==> config.mk <==
export PLATFORM = sky130hd
export DESIGN_NAME = apb_reg_bank
export DESIGN_NICKNAME = d
export VERILOG_FILES = /design/src/rtl/apb_reg_bank_pkg.sv /design/src/rtl/apb_reg_bank_wait_ctr.sv /design/src/rtl/apb_reg_bank.sv
export SDC_FILE = /design/constraint.sdc
export NUM_CORES = 1
export LEC_CHECK = 0
export CELL_PAD_IN_SITES_DETAIL_PLACEMENT = 0
export CELL_PAD_IN_SITES_GLOBAL_PLACEMENT = 1
export CORE_MARGIN = 2
export CORE_UTILIZATION = 41
export CTS_BUF_LIST = sky130_fd_sc_hd__clkbuf_4 sky130_fd_sc_hd__clkbuf_8
export DETAILED_ROUTE_END_ITERATION = 8
export PLACE_DENSITY_LB_ADDON = 0.1
export RECOVER_POWER = 25
export SYNTH_ARGS = -nofsm -noshare
export SYNTH_HDL_FRONTEND = slang
export SYNTH_SLANG_ARGS = --single-unit
==> constraint.sdc <==
create_clock -name PCLK -period 4.5 [get_ports PCLK]
set_input_delay 0.45 -clock PCLK [delete_from_list [all_inputs] [get_ports PCLK]]
set_output_delay 0.45 -clock PCLK [all_outputs]
set_load 0.01 [all_outputs]
==> src/rtl/apb_reg_bank_pkg.sv <==
// ---------------------------------------------------------------------------
// apb_reg_bank_pkg
//   Shared types and helpers for the APB4 register bank.
//   - state_e         : completer FSM states (IDLE, SETUP, ACCESS)
//   - strb_merge()    : byte-strobe merge of write data into an existing word
//   - MAX_WAIT_STATES : upper bound for the WAIT_STATES parameter
// ---------------------------------------------------------------------------
package apb_reg_bank_pkg;

  localparam int MAX_WAIT_STATES = 15;

  typedef enum logic [1:0] {
    IDLE   = 2'd0,
    SETUP  = 2'd1,
    ACCESS = 2'd2
  } state_e;

  // Bytes whose strobe is set take the new data; the rest keep the old word.
  function automatic logic [31:0] strb_merge(input logic [31:0] old,
                                             input logic [31:0] wdata,
                                             input logic [3:0]  strb);
    logic [31:0] res;
    res = old;
    for (int b = 0; b < 4; b++) begin
      if (strb[b]) res[8*b +: 8] = wdata[8*b +: 8];
    end
    return res;
  endfunction

endpackage

==> src/rtl/apb_reg_bank_wait_ctr.sv <==
// ---------------------------------------------------------------------------
// apb_reg_bank_wait_ctr
//   Loadable down-counter that paces the ACCESS phase.
//   Ports:
//     clk      : clock, rising edge
//     rst      : synchronous active-high reset, clears the count
//     load     : load load_val (has priority over dec)
//     load_val : value to load
//     dec      : decrement by one; holds at zero
//     cnt      : current count
//     zero     : high when cnt == 0
// ---------------------------------------------------------------------------
module apb_reg_bank_wait_ctr #(
  parameter int WIDTH = 1
) (
  input  logic             clk,
  input  logic             rst,
  input  logic             load,
  input  logic [WIDTH-1:0] load_val,
  input  logic             dec,
  output logic [WIDTH-1:0] cnt,
  output logic             zero
);

  always_ff @(posedge clk) begin
    if (rst) begin
      cnt <= '0;
    end else if (load) begin
      cnt <= load_val;
    end else if (dec && (cnt != '0)) begin
      cnt <= cnt - WIDTH'(1);
    end
  end

  assign zero = (cnt == '0);

endmodule

==> src/rtl/apb_reg_bank.sv <==
// ---------------------------------------------------------------------------
// apb_reg_bank
//   APB4 completer with NUM_REGS 32-bit read/write registers, byte-strobe
//   writes, WAIT_STATES access-phase wait cycles and PSLVERR on out-of-range
//   or misaligned accesses. All registers are exported on regs_o.
//   Ports:
//     PCLK    : clock, rising edge
//     PRESET  : synchronous active-high reset
//     PADDR   : byte address; register index is PADDR[ADDR_WIDTH-1:2]
//     PSEL    : select
//     PENABLE : access phase
//     PWRITE  : 1 = write, 0 = read
//     PWDATA  : write data
//     PSTRB   : byte write strobes (writes only)
//     PREADY  : transfer completion
//     PRDATA  : read data, nonzero only in a successful read completion
//     PSLVERR : error, only with PREADY
//     regs_o  : register i at bits [32*i+31:32*i]
//   Outputs are decoded from registered state only; the request is captured
//   into holding registers when the FSM leaves IDLE.
// ---------------------------------------------------------------------------
module apb_reg_bank
  import apb_reg_bank_pkg::*;
#(
  parameter int          NUM_REGS    = 4,
  parameter int          ADDR_WIDTH  = 4,
  parameter int          WAIT_STATES = 0,
  parameter logic [31:0] RESET_VALUE = 32'h0
) (
  input  logic                    PCLK,
  input  logic                    PRESET,
  input  logic [ADDR_WIDTH-1:0]   PADDR,
  input  logic                    PSEL,
  input  logic                    PENABLE,
  input  logic                    PWRITE,
  input  logic [31:0]             PWDATA,
  input  logic [3:0]              PSTRB,
  output logic                    PREADY,
  output logic [31:0]             PRDATA,
  output logic                    PSLVERR,
  output logic [32*NUM_REGS-1:0]  regs_o
);

  localparam int CNT_W = (WAIT_STATES > 0) ? $clog2(WAIT_STATES + 1) : 1;
  localparam int IDX_W = ADDR_WIDTH - 2;
  localparam int SEL_W = (NUM_REGS > 1) ? $clog2(NUM_REGS) : 1;

  state_e           state;
  logic [31:0]      regs [NUM_REGS];

  logic [IDX_W-1:0] paddr_idx;
  logic             aligned;
  logic             in_range;
  logic             setup_req;
  logic             ctr_load;
  logic             ctr_dec;
  logic             ctr_zero;
  logic [CNT_W-1:0] ctr_val;
  logic             complete;

  // Request holding registers, captured on IDLE -> SETUP
  logic [SEL_W-1:0] idx_p0;
  logic             write_p0;
  logic             err_p0;
  logic [31:0]      wdata_p0;
  logic [3:0]       strb_p0;

  assign paddr_idx = PADDR[ADDR_WIDTH-1:2];
  assign aligned   = (PADDR[1:0] == 2'b00);
  assign in_range  = ({{(32-IDX_W){1'b0}}, paddr_idx} < NUM_REGS);

  // PENABLE high in IDLE is a protocol violation and never starts a transfer.
  assign setup_req = PSEL && !PENABLE;
  assign ctr_load  = (state == IDLE) && setup_req;
  assign ctr_dec   = (state == ACCESS) && PSEL && PENABLE && !ctr_zero;
  assign complete  = (state == ACCESS) && ctr_zero;

  apb_reg_bank_wait_ctr #(
    .WIDTH(CNT_W)
  ) u_wait_ctr (
    .clk      (PCLK),
    .rst      (PRESET),
    .load     (ctr_load),
    .load_val (CNT_W'(WAIT_STATES)),
    .dec      (ctr_dec),
    .cnt      (ctr_val),
    .zero     (ctr_zero)
  );

  always_ff @(posedge PCLK) begin
    if (PRESET) begin
      state <= IDLE;
    end else begin
      case (state)
        IDLE:    if (setup_req) state <= SETUP;
        SETUP:   state <= ACCESS;
        // Completion wins over an abort once the count has reached zero,
        // since PREADY is already being shown in that cycle.
        ACCESS:  if (complete || !PSEL) state <= IDLE;
        default: state <= IDLE;
      endcase
    end
  end

  // Holding registers carry no reset: they are only observed while the
  // FSM is past IDLE, and every transfer reloads them.
  always_ff @(posedge PCLK) begin
    if (ctr_load) begin
      idx_p0   <= paddr_idx[SEL_W-1:0];
      write_p0 <= PWRITE;
      err_p0   <= !aligned || !in_range;
      wdata_p0 <= PWDATA;
      strb_p0  <= PSTRB;
    end
  end

  // Register array: write commits on the completion edge
  always_ff @(posedge PCLK) begin
    if (PRESET) begin
      for (int i = 0; i < NUM_REGS; i++) begin
        regs[i] <= RESET_VALUE;
      end
    end else if (complete && write_p0 && !err_p0) begin
      regs[idx_p0] <= strb_merge(regs[idx_p0], wdata_p0, strb_p0);
    end
  end

  // Response decode from registered state
  assign PREADY  = complete;
  assign PSLVERR = complete && err_p0;
  assign PRDATA  = (complete && !write_p0 && !err_p0) ? regs[idx_p0] : 32'h0;

  for (genvar g = 0; g < NUM_REGS; g++) begin : g_export
    assign regs_o[32*g +: 32] = regs[g];
  end

  logic unused_ctr;
  assign unused_ctr = ^ctr_val;

endmodule

==> results of run 1 <==
cells in the final DEF, fill, tap and decap left out, drive strengths merged, types with 2 or more instances in the layout:
| cell | count |
|---|---|
| a211o | 32 |
| nand3 | 2 |
| o22ai | 32 |
| o211a | 32 |
| nor2 | 3 |
| dlygate4sd3 | 114 |
| clkinvlp | 4 |
| or2 | 5 |
| clkinv | 5 |
| mux2 | 35 |
| clkdlybuf4s50 | 92 |
| nor2b | 33 |
| dfxtp | 5 |
| bufinv | 3 |
| buf | 10 |
| nor3 | 129 |
| nand2b | 8 |
| clkbuf | 20 |
| a211oi | 32 |
| inv | 5 |
| nor3b | 3 |
| edfxtp | 168 |
| nand4b | 2 |
path summary, 6_finish.rpt:
check	end	slack [ns]	depth (start not counted)
hold / removal	u_wait_ctr.cnt$_SDFFE_PP0P_	0.58	1
hold reg to reg	u_wait_ctr.cnt$_SDFFE_PP0P_	0.58	1
setup reg to reg	flip-flop	1.70	4
setup / recovery	PRDATA[9]	0.81	5
cell type report:
class	instances	area share, %
diodes	1	0.0235
clock buffers	20	2.41
clock inverters	12	1.37
inverters	5	0.176
multi-input cells	354	24.3
flip-flops and latches	173	48.4
well taps	260	3.05
repair buffers	216	20.3
flip-flops by register name, indices dropped and copies added, names as in the netlist, named ones only:
signal / flops
idx_p0: 2
strb_p0: 4
write_p0: 1
err_p0: 1
regs: 128
state: 2
u_wait_ctr.cnt: 1
wdata_p0: 32
power groups by stage:
stage	logic [W]	clock network, W	registers (W)
after CTS	0.000392	0.00113	0.00187
after detailed placement	0.000390	0	0.00191
after floorplan	0.000191	0	0.00191
after global placement	0.000387	0	0.00191
after global routing	0.000403	0.00119	0.00188
final	0.000376	0.00112	0.00187
worst reg2reg max path: cells and delay by family (launching register included):
kind,cells,cell delay (ns)
simple gates,2,1.55
flops,1,0.39
mux,1,0.39
buf+inv,1,0.35
through the flow:
stage | util [%] | hold WS [ns] | setup slack (ns)
after global placement | 54.3 | 0.555 | 1.42
after global routing | 56.4 | 0.605 | 0.627
after CTS | 56.4 | 0.524 | 0.770
after detailed placement | 54.3 | 0.573 | 1.29
final | 56.4 | 0.580 | 0.812
after floorplan | - | 0.521 | 0.460
cells by family (layout without fill, tap and decap cells):
kind of cell | after synthesis | in the layout | synth area share [%]
simple gates | 189 | 189 | 13.3
compound gates | 129 | 129 | 14.0
flops | 173 | 173 | 64.7
buf+inv | 50 | 253 | 2.94
xor+xnor | 1 | 1 | 0.110
other cells | 0 | 1 | 0
mux | 35 | 35 | 4.96
routing by layer:
layer	vias to the layer above	part of all wire [%]	wire length, um
li1	2706	-	-
met2	307	48	11400
met5	-	0	0
met3	27	7.5	1770
met4	0	1.7	399
met1	2969	43	10100
==> impl_summary.md, run 1 <==
Final layout
The fraction of layout cells with a size suffix above 1 is 13.1%. The area of combinational cells with multiple inputs is 2590 sq um. The final standard cell area without fillers is 10,700 sq um. Summing all flip-flop and latch instances after layout gives 5150 sq um. The layout net count is 812. Fill cells in the final layout number 1,617.

The post-route non-filler standard cell count is 1,041. The area growth from synthesis to layout is 33.9%.

Critical path
In this run the worst path has a maximum fanout of 17. The path type of the worst setup path is reg2out. In this run the critical register-to-register path is launched from state[0]$_SDFFE_PP0P_. The largest individual stage delay along the critical path comes from the cell nor3b_4. The most numerous cell type found on the critical path is nor3b_4. Traced cell by cell, the critical path runs through nor3b_4, nor3b_4, buf_4, o211a_1, clkdlybuf4s50_1. STA puts the critical path data required time at 4.05 ns.

The delay of the slowest cell on the worst path is 0.83 ns. Data on the critical path arrives at its endpoint at 3.24 ns. Grouping stages by cell kind, the critical path spends the most delay in simple AND/OR/NAND/NOR gates. STA classifies the critical path startpoint as a flip-flop. Counting both buffers and inverters, the worst setup path holds a total of 2. The worst setup path is captured at an output pin. In this run the worst setup path begins at state[1]$_SDFFE_PP0P_.

STA
For the finished layout, the period the worst path requires is 3.69 ns. Setup repair after global routing left no endpoint under its margin. The fmax is 271 MHz. The number of endpoints with negative hold slack in the final report is 0. Of the available clock period, the critical path in the final layout requires 82.0%.

The relative slew slack is -19.3%. Between clock sinks in the finished design, the worst skew comes to 0.0130 ns. Setup violations remaining at the end of the flow were counted as 0. For the pin with the worst max-slew slack, the measured transition is 1.78 ns.

The final max-slew violation count was 10. Adding up every negative setup slack in the final design gives 0 ns.

Die
207 I/O pins were placed. In this run the core area contains 50 standard-cell rows. The effective utilization at floorplan is 42.1%. Measured along the x axis, the die boundary spans 143 um.

The floorplan step defined a die boundary enclosing 20,500 sq um. The core region area is 18,900 sq um. The die height is 143 um.

Clock network
The number of buffers added for setup after CTS is 0. Counting the buffers created by CTS gives 17. Clock tree synthesis found a total of 173 sinks. The post-cts gate resize count is 0. The worst-skew pair later-pin latency is 0.46 ns.

The H-tree generated during clock tree synthesis spans 4 levels. The maximum clock path buffer count is 2. The buffer type at the clock tree root is clkbuf_8.

The hold buffer count at CTS is 0. The CTS clock-pin slew for the worst setup and hold paths is 0.09 ns. TritonCTS built the clock tree.

Global route
For this run, global-route usage on met1 was measured as 31.6%. The first-pass GRT wire length is 35,600 um. The global-route met2 utilization is 38.5%. The initial antenna violation count is 1. The routing layer with the top usage in global route is met2. The overall overflow remaining after global route is 0. The total track usage is 23.3%.

Entering global routing, the biggest net connects 73 pins. In the global route stage, met3 resource usage came out at 4.09%. The number of global-route vias before repair is 6,105.

Hold path
The worst hold path begins at u_wait_ctr.cnt$_SDFFE_PP0P_. The path class of the tightest hold or removal check is reg2reg.

Power and ir drop
The portion of total power attributed to sequential cells is 55.6%. In this run the power spent charging and discharging nets is 0.000819 W. Overall power consumption after layout is estimated at 0.00337 W. VDD sags by at most 0.217 mV. The internal power contribution is 0.00255 W. In this run, the combinational gates consume 11.2% of the power. Per report_power, the clock group accounts for 33.2% of the total. The share of total power consumed by net switching is 24.3%. The reported leakage power is 4.10 nW.

The power density normalized to cell area is 316 nW/um^2.

Status
The flow ran to the end, but the final reports show violations. The checks that failed: max-capacitance violations, max-slew violations.

Placement
In this run the cell area measured after placement is 10,200 sq um. The weighted congestion reported at the end of routability-driven placement is 0.798. The count of port buffers added during placement is 206. The cell count after placement is 1,008. The half-perimeter wire length after detailed placement is 15,000 um.

Synth
The mean area per synthesized cell is 13.8 sq um. After synthesis, the cell types taking the most area are edfxtp_1 (63%), nor3_1 (8.1%), mux2_2 (5.0%), o211a_1 (4.0%), a211o_1 (3.5%). The count of flip-flops with a built-in enable after synthesis is 168. The fraction of registers with async set or reset after synthesis is 0%. The cell type with the largest total area after synthesis is edfxtp_1. Yosys instantiated no cell more often than edfxtp_1. In this run the cell area of the synthesized design comes to 7950 sq um. The most used flip-flop cell after synthesis is edfxtp_1. The number of cells produced by synthesis is 577. The net count of the mapped netlist is 622.

Sorting the synthesized cells by how often they occur yields edfxtp_1 (168), nor3_1 (129), mux2_2 (35). Synthesis inferred 173 register bits. Yosys printed 0 warnings. The unique cell type count in the Yosys netlist is 30. The sequential share of the synthesized area is 64.7%.

Summed over its instances, the top area cell type makes up 63.4% of the synthesized netlist area.

Drt
The first detailed-routing pass ran for 4 iterations. The final wirelength is 23,700 um. The first routing iteration left 433 violations.

For this run, design rule violations remaining after detail routing come to 0. Dividing the detail-routed wire length by the instance count gives 22.8 um. The total via count after detailed routing is 6,009. The number of vias per cell is 5.77. The detail route stage leaves a number of antenna-violating nets equal to 0.

Job
Across the run, the number of max-cap violations was 1.
Note: power is estimated with default switching activity, not from simulation.
==> inputs of run 2 (changes only) <==
==> constraint.sdc (replaced) <==
create_clock -name PCLK -period 3.7 [get_ports PCLK]
set_input_delay 0.37 -clock PCLK [delete_from_list [all_inputs] [get_ports PCLK]]
set_output_delay 0.37 -clock PCLK [all_outputs]
set_load 0.01 [all_outputs]
==> run 2 against run 1 <==
The run still ends with max-capacitance violations, max-slew violations left. Wire length about the same. Register-to-register slack worse by 1.2 ns. Clock skew fell by 0.00091 ns. Critical path depth is 1 lower. Global-route usage down 0.083 points. Hold slack lost 0.053 ns. Non-clock buffer count is 4 higher. Combinational power up 22%. First-iteration DRC count is 1.2% lower. Worst setup slack lost 0.31 ns. Sequential power increased by 22%. Final area is essentially flat. Highest routed layer unchanged.
==> impl_summary.md, run 2 (synthesis gave the netlist of run 1 again) <==
Status
The run finished, with violations left. The final reports fail on max-capacitance violations, max-slew violations.

Critical path
The slowest stage of the critical path is the dfxtp_4 cell. The nature of the critical path endpoint is an output pin. Among cell families on the critical path, the largest total delay comes from buffers and inverters. The path type of the worst setup path is reg2out. Together, buffers and inverters on the worst path number 2. The delay of the slowest cell on the worst path is 0.80 ns. The setup check on the worst reg-to-reg path leaves a slack of 0.53 ns. The worst setup path is launched from a flip-flop. The arrival time reported for the critical path endpoint is 2.82 ns. The worst register-to-register path has a depth of 3. The capturing point of the worst reg2reg path is wdata_p0[27]$_DFFE_PP_. The data required time at the worst endpoint is 3.33 ns. The start of the worst register-to-register path is state[0]$_SDFFE_PP0P_. The signal on the critical path passes through buf_4, mux2_2, o211a_1, clkdlybuf4s50_1. Of all nets on the critical path, the largest fanout is 56.

STA
The final critical-path share of the clock period is 86.3%. Setup violations remaining at the end of the flow were counted as 0. Setup repair after global routing left no endpoint under its margin.

The number of endpoints with negative hold slack in the final report is 0. The worst pin sits at a relative slew slack of -76.2%. The worst slack on hold paths is 0.527 ns. The fmax is 313 MHz.

The final critical-path required period is 3.19 ns. The final max-slew violation count is 16. The worst clock skew is 0.0121 ns. The final worst setup slack is 0.506 ns. For the final routed database, the setup TNS stands at 0 ns.

The actual transition at the worst max-transition pin is 2.62 ns.

Drt
The number of DRC violations after detailed routing is 0. The per-cell routed wire length is 22.7 um. The first-iteration detailed-routing DRC count is 428. The final wirelength is 23,700 um.

The number of detailed-routing iterations run before antenna repair is 5. In this run the remaining antenna-violating nets after routing total 0. The total via count after detailed routing is 5,970. Using the TritonRoute via totals, the vias-per-cell ratio works out to 5.72.

Job
Max-cap violations in this run came to 1.

Clock network
In this run the post-CTS setup repair buffer count came out at 0. Counting the buffers created by CTS gives 17. The TritonCTS clock tree is yes.

The tree built by TritonCTS fans out to 173 sinks. The maximum clock path buffer count is 2. CTS placed an instance of clkbuf_8 at the clock tree root. The hold buffer count at CTS is 0. The H-tree generated during clock tree synthesis spans 4 levels. Clock-pin slew was measured on the worst setup and hold paths at 0.10 ns.

At the later pin of the worst-skew pair, clock insertion delay measures 0.46 ns. Gates resized during post-CTS repair numbered 0.

Global route
The initial antenna violation count is 0. In the global route stage, overall resource usage came out at 23.2%. The first global-routing pass estimated 35,300 um of wire. Global routing finished with a remaining overflow of 0. The number of global-route vias before repair is 5,989. The largest net degree at the start of global routing is 57.

Placement
OpenSTA, run right after detailed placement, puts the worst setup slack at 0.893 ns. Routability-driven placement finished with a final weighted congestion of 0.862. In this run, placement finished with an instance count of 1,012.

The HPWL after detailed placement is 15,600 um. Buffers placed on the I/O ports in this run total 206.

Die
The core region area is 18,900 sq um. The die extent in x is 143 um. The I/O pin total is 207.

The die covers 20,500 sq um. The die height is 143 um. After floorplanning, the core was divided into 50 placement rows. The effective utilization at floorplan is 42.1%.

Final layout
The most common cell after layout, fill and taps aside is edfxtp_1. In the final layout, the share of cells above drive strength 1 is 13.8%. The largest registers in the layout are regs: 128 flops, wdata_p0: 32 flops, strb_p0: 4 flops.

The area growth from synthesis to layout is 33.8%. 0 antenna diodes ended up in the layout. The post-route non-filler standard cell count is 1,044.

The final-layout fill cell count is 1,581. The flip-flop count of the largest register, all copies and words added is 128. The layout net count is 816.

Leaving out fill and tap cells, the most frequent cells in the layout are edfxtp_1 (168), nor3_1 (129), dlygate4sd3_1 (115). The register name with the most flops is regs.

Power and ir drop
The peak ir drop on the vdd network is 0.213 mV. The reported leakage power is 4.11 nW. Power spread over the standard cell area amounts to 378 nW/um^2.

Hold path
The path with the worst hold slack has its endpoint at wdata_p0[4]$_DFFE_PP_. The startpoint of the most critical hold path is PWDATA[4]. Along the worst hold path, the cell count comes to 1. The worst min-delay path category is in2reg.
## run 2: cell count changes in the layout (fill, tap and decap cells not counted), moves of 3 or more
cell,change
bufinv_16,-3
buf_4,+5
inv_8,+5
clkbuf_4,-3
inv_6,+4
## run 2: stage by stage
step	total power (W)	area, sq um	util (%)
2_1_floorplan	0.00256	7960	-
3_3_place_gp	0.00279	10300	54.4
3_5_place_dp	0.00280	10300	54.4
4_1_cts	0.00407	10700	56.4
5_1_grt	0.00417	10600	56.3
6_report	0.00403	10600	56.3
## run 2: worst max path at each step
stage | startpoint | end | cells after the start
2_1_floorplan | state[0]$_SDFFE_PP0P_ | flip-flop | 3
5_1_grt | state[0]$_SDFFE_PP0P_ | wdata_p0[20]$_DFFE_PP_ | 3
4_1_cts | flip-flop | PRDATA[5] | 4
3_5_place_dp | PRESET | regs[3][16]$_DFFE_PP_ | 4
6_report | flip-flop | PRDATA[5] | 4
3_3_place_gp | flip-flop | PRDATA[7] | 4
## run 2: layout make-up
cell class	count	area, sq um	share of cell area (%)
flip-flops and latches	173	5150	48.4
clock inverters	15	149	1.40
multi-input cells	354	2590	24.3
inverters	5	18.8	0.176
repair buffers	220	2180	20.5
well taps	260	325	3.06
clock buffers	17	234	2.20
## run 2: where the power goes
group	switching [W]	internal [W]	leakage, nW
Clock	0.000788	0.000504	0.190
Sequential	0.0000589	0.00222	1.74
Combinational	0.000261	0.000197	2.18
## run 2: routing by layer
| layer | GRT usage (%) | vias up | part of all wire, % |
|---|---|---|---|
| met1 | 31.6 | 2974 | 44 |
| li1 | - | 2716 | - |
| met5 | 0 | - | 0 |
| met2 | 37.7 | 252 | 48 |
| met4 | 7.07 | 0 | 1.5 |
| met3 | 4.56 | 28 | 6.6 |
==> inputs of run 3 (changes only) <==
--- a/config.mk
+++ b/config.mk
@@ -7,12 +7,13 @@
 export LEC_CHECK = 0
 export CELL_PAD_IN_SITES_DETAIL_PLACEMENT = 0
 export CELL_PAD_IN_SITES_GLOBAL_PLACEMENT = 1
-export CORE_MARGIN = 2
+export CORE_MARGIN = 4
 export CORE_UTILIZATION = 41
 export CTS_BUF_LIST = sky130_fd_sc_hd__clkbuf_4 sky130_fd_sc_hd__clkbuf_8
 export DETAILED_ROUTE_END_ITERATION = 8
 export PLACE_DENSITY_LB_ADDON = 0.1
 export RECOVER_POWER = 25
+export SLEW_MARGIN = 20
 export SYNTH_ARGS = -nofsm -noshare
 export SYNTH_HDL_FRONTEND = slang
 export SYNTH_SLANG_ARGS = --single-unit
==> constraint.sdc (replaced) <==
create_clock -name PCLK -period 3.7 [get_ports PCLK]
set_input_delay 0.37 -clock PCLK [delete_from_list [all_inputs] [get_ports PCLK]]
set_output_delay 0.37 -clock PCLK [all_outputs]
set_load 0.05 [all_outputs]
==> run 3 against run 2 <==
The flow still finishes with violations (max-capacitance violations, max-slew violations). Clock skew is essentially flat. First-iteration DRC count rose by 11%. Highest routed layer unchanged. Fmax shrank 2.9%. Utilization is 0.19 points higher. Final cell count rose by 0.57%. Critical path type unchanged.
==> impl_summary.md, run 3 (synthesis gave the netlist of run 1 again) <==
Critical path
The critical path is of the reg2out type. The critical path buffer and inverter count is 2. The kind of cell with the highest combined delay along the critical path is buffers and inverters. The nature of the critical path endpoint is an output pin. The data required time at the worst endpoint is 3.33 ns. The critical path launch point type is a flip-flop. Walking the worst path, the cells encountered are buf_4, mux2_2, o211a_1, clkdlybuf4s50_1. The slowest stage of the critical path is the dfxtp_4 cell. Measured in cells, the most critical reg-to-reg path has a length of 4. The instance count on the critical path is 4.

The arrival time reported for the critical path endpoint is 2.92 ns. The largest fanout of any net on the critical path is 56. The delay of the slowest cell on the worst path is 0.78 ns.

Clock network
The number of buffers added for setup after CTS is 0. The total CTS buffers is 17. The level count of the clock H-tree is 4.

After clock tree synthesis, the repair step resized 0 gates. For this design, the sink count on the clock tree is 173. The CTS clock-pin slew for the worst setup and hold paths is 0.11 ns. The worst-skew pair later-pin latency is 0.46 ns. The maximum clock path buffer count is 2. The TritonCTS clock tree is yes.

The hold buffer count at CTS is 0. Clock tree synthesis selected as its root buffer the cell clkbuf_8.

Die
The die height is 147 um. The core region area is 18,900 sq um. The initial utilization of the core area, before any placement, comes to 42.1%. The floorplan has 50 rows. The die extent in x is 147 um.

The floorplan step defined a die boundary enclosing 21,700 sq um. 207 I/O pins were placed.

Final layout
The largest registers in the layout are regs: 128 flops, wdata_p0: 32 flops, strb_p0: 4 flops. The most common cell after layout, fill and taps aside is edfxtp_1. The post-route non-filler standard cell count is 1,050. In the layout the commonest cells are edfxtp_1 (168), clkdlybuf4s50_1 (166), nor3_1 (129).

The fraction of layout cells with a size suffix above 1 is 13.7%. The register with the most flip-flops in the layout has 128 of them. The register with the most flip-flops in the final layout is regs.

The final standard cell area without fillers is 10,700 sq um. The layout net count is 821. The area growth from synthesis to layout is 34.3%.

Global route
The initial antenna violation count is 1. The overall overflow remaining after global route is 0. The number of global-route vias before repair is 6,297. Entering global routing, the biggest net connects 57 pins. The first global-routing pass estimated 36,200 um of wire. For this run, the total global-route usage over all layers was measured as 21.8%.

Placement
The HPWL after detailed placement is 16,300 um. The weighted congestion reported at the end of routability-driven placement is 0.828. The cell count after placement is 1,017. The placed instances occupy a cell area of 10,300 sq um. The count of port buffers added during placement is 206.

STA
Headroom to the max-slew limit came out at -8.62%. In the final timing run, aggregate negative setup slack is 0 ns. Subtracting the final worst setup slack from the clock period gives 3.29 ns. The actual transition at the worst max-transition pin is 1.63 ns. The worst clock skew is 0.0120 ns. The final max-slew violation count came to 48. After layout, the worst path uses 88.9% of the clock period. The fmax is 304 MHz.

Setup repair after global routing left no endpoint under its margin. Setup violations remaining at the end of the flow were counted as 0. The number of endpoints with negative hold slack in the final report is 0.

Drt
In the final routed layout, each cell accounts on average for 23.1 um. The number of vias per cell is 5.70. The total via count after detailed routing is 5,984. For this block, the routed nets add up to 24,200 um of wire. The detailed router finished its first iteration with 475 violations. The number of detailed-routing iterations run before antenna repair is 5.

For this run, design rule violations remaining after detail routing come to 0. The count of nets left with antenna violations once routing finished came out at 0.

Status
The run finished, with violations left. The final reports fail on max-capacitance violations, max-slew violations.

Power and ir drop
The internal power contribution is 0.00304 W. The reported leakage power is 4.02 nW. The share of total power consumed by net switching is 28.4%.

The power density normalized to cell area is 397 nW/um^2. The proportion of power drawn by combinational gates is 14.6%. The design draws 0.00424 W. Across the VDD grid, the largest voltage drop is 0.214 mV. The portion of total power attributed to sequential cells is 53.9%.

The net switching power figure is 0.00120 W. The clock network accounts for 31.4% of the total power.

Hold path
The worst hold path belongs to the class in2reg. The number of cells on the worst hold path is 1.

Job
The max-cap violation count is 2.
==> run 3: through the flow <==
stage / hold WS, ns / worst slack [ns] / utilization [%]
2_1_floorplan: 0.449 / 0.939 / -
3_3_place_gp: 0.560 / 0.937 / 54.6
3_5_place_dp: 0.571 / 0.899 / 54.6
4_1_cts: 0.434 / 0.387 / 56.7
5_1_grt: 0.494 / 0.290 / 56.5
6_report: 0.537 / 0.412 / 56.5
==> run 3: per-layer routing <==
layer | GRT usage, % | part of all wire (%) | vias up
met5 | 0 | 0 | -
met4 | 6.52 | 1.2 | 0
met3 | 4.78 | 7.1 | 26
met2 | 36.7 | 49 | 273
met1 | 28.5 | 43 | 2957
li1 | - | - | 2728
==> run 3: path summary, 6_finish.rpt <==
path,from,end,slack (ns)
setup / recovery,flip-flop,PRDATA[18],0.41
hold / removal,PWDATA[22],wdata_p0[22]$_DFFE_PP_,0.54
setup reg to reg,err_p0$_DFFE_PP_,regs[0][18]$_SDFFCE_PN0P_,0.65
hold reg to reg,u_wait_ctr.cnt$_SDFFE_PP0P_,u_wait_ctr.cnt$_SDFFE_PP0P_,0.59
==> run 3: power groups by stage <==
stage          Sequential, W  Combinational (W)  Clock (W)
2_1_floorplan        0.00248           0.000238          0
3_3_place_gp         0.00233           0.000626          0
3_5_place_dp         0.00233           0.000635          0
4_1_cts              0.00229           0.000636    0.00136
5_1_grt              0.00230           0.000654    0.00144
6_report             0.00229           0.000620    0.00133
==> run 3: cell type report <==
cell class / count / area, sq um
clock inverters: 15 / 161
clock buffers: 17 / 234
diodes: 1 / 2.50
multi-input cells: 354 / 2580
fillers: 1574 / 8210
flip-flops and latches: 173 / 5150
repair buffers: 225 / 2210
well taps: 260 / 325
inverters: 5 / 18.8
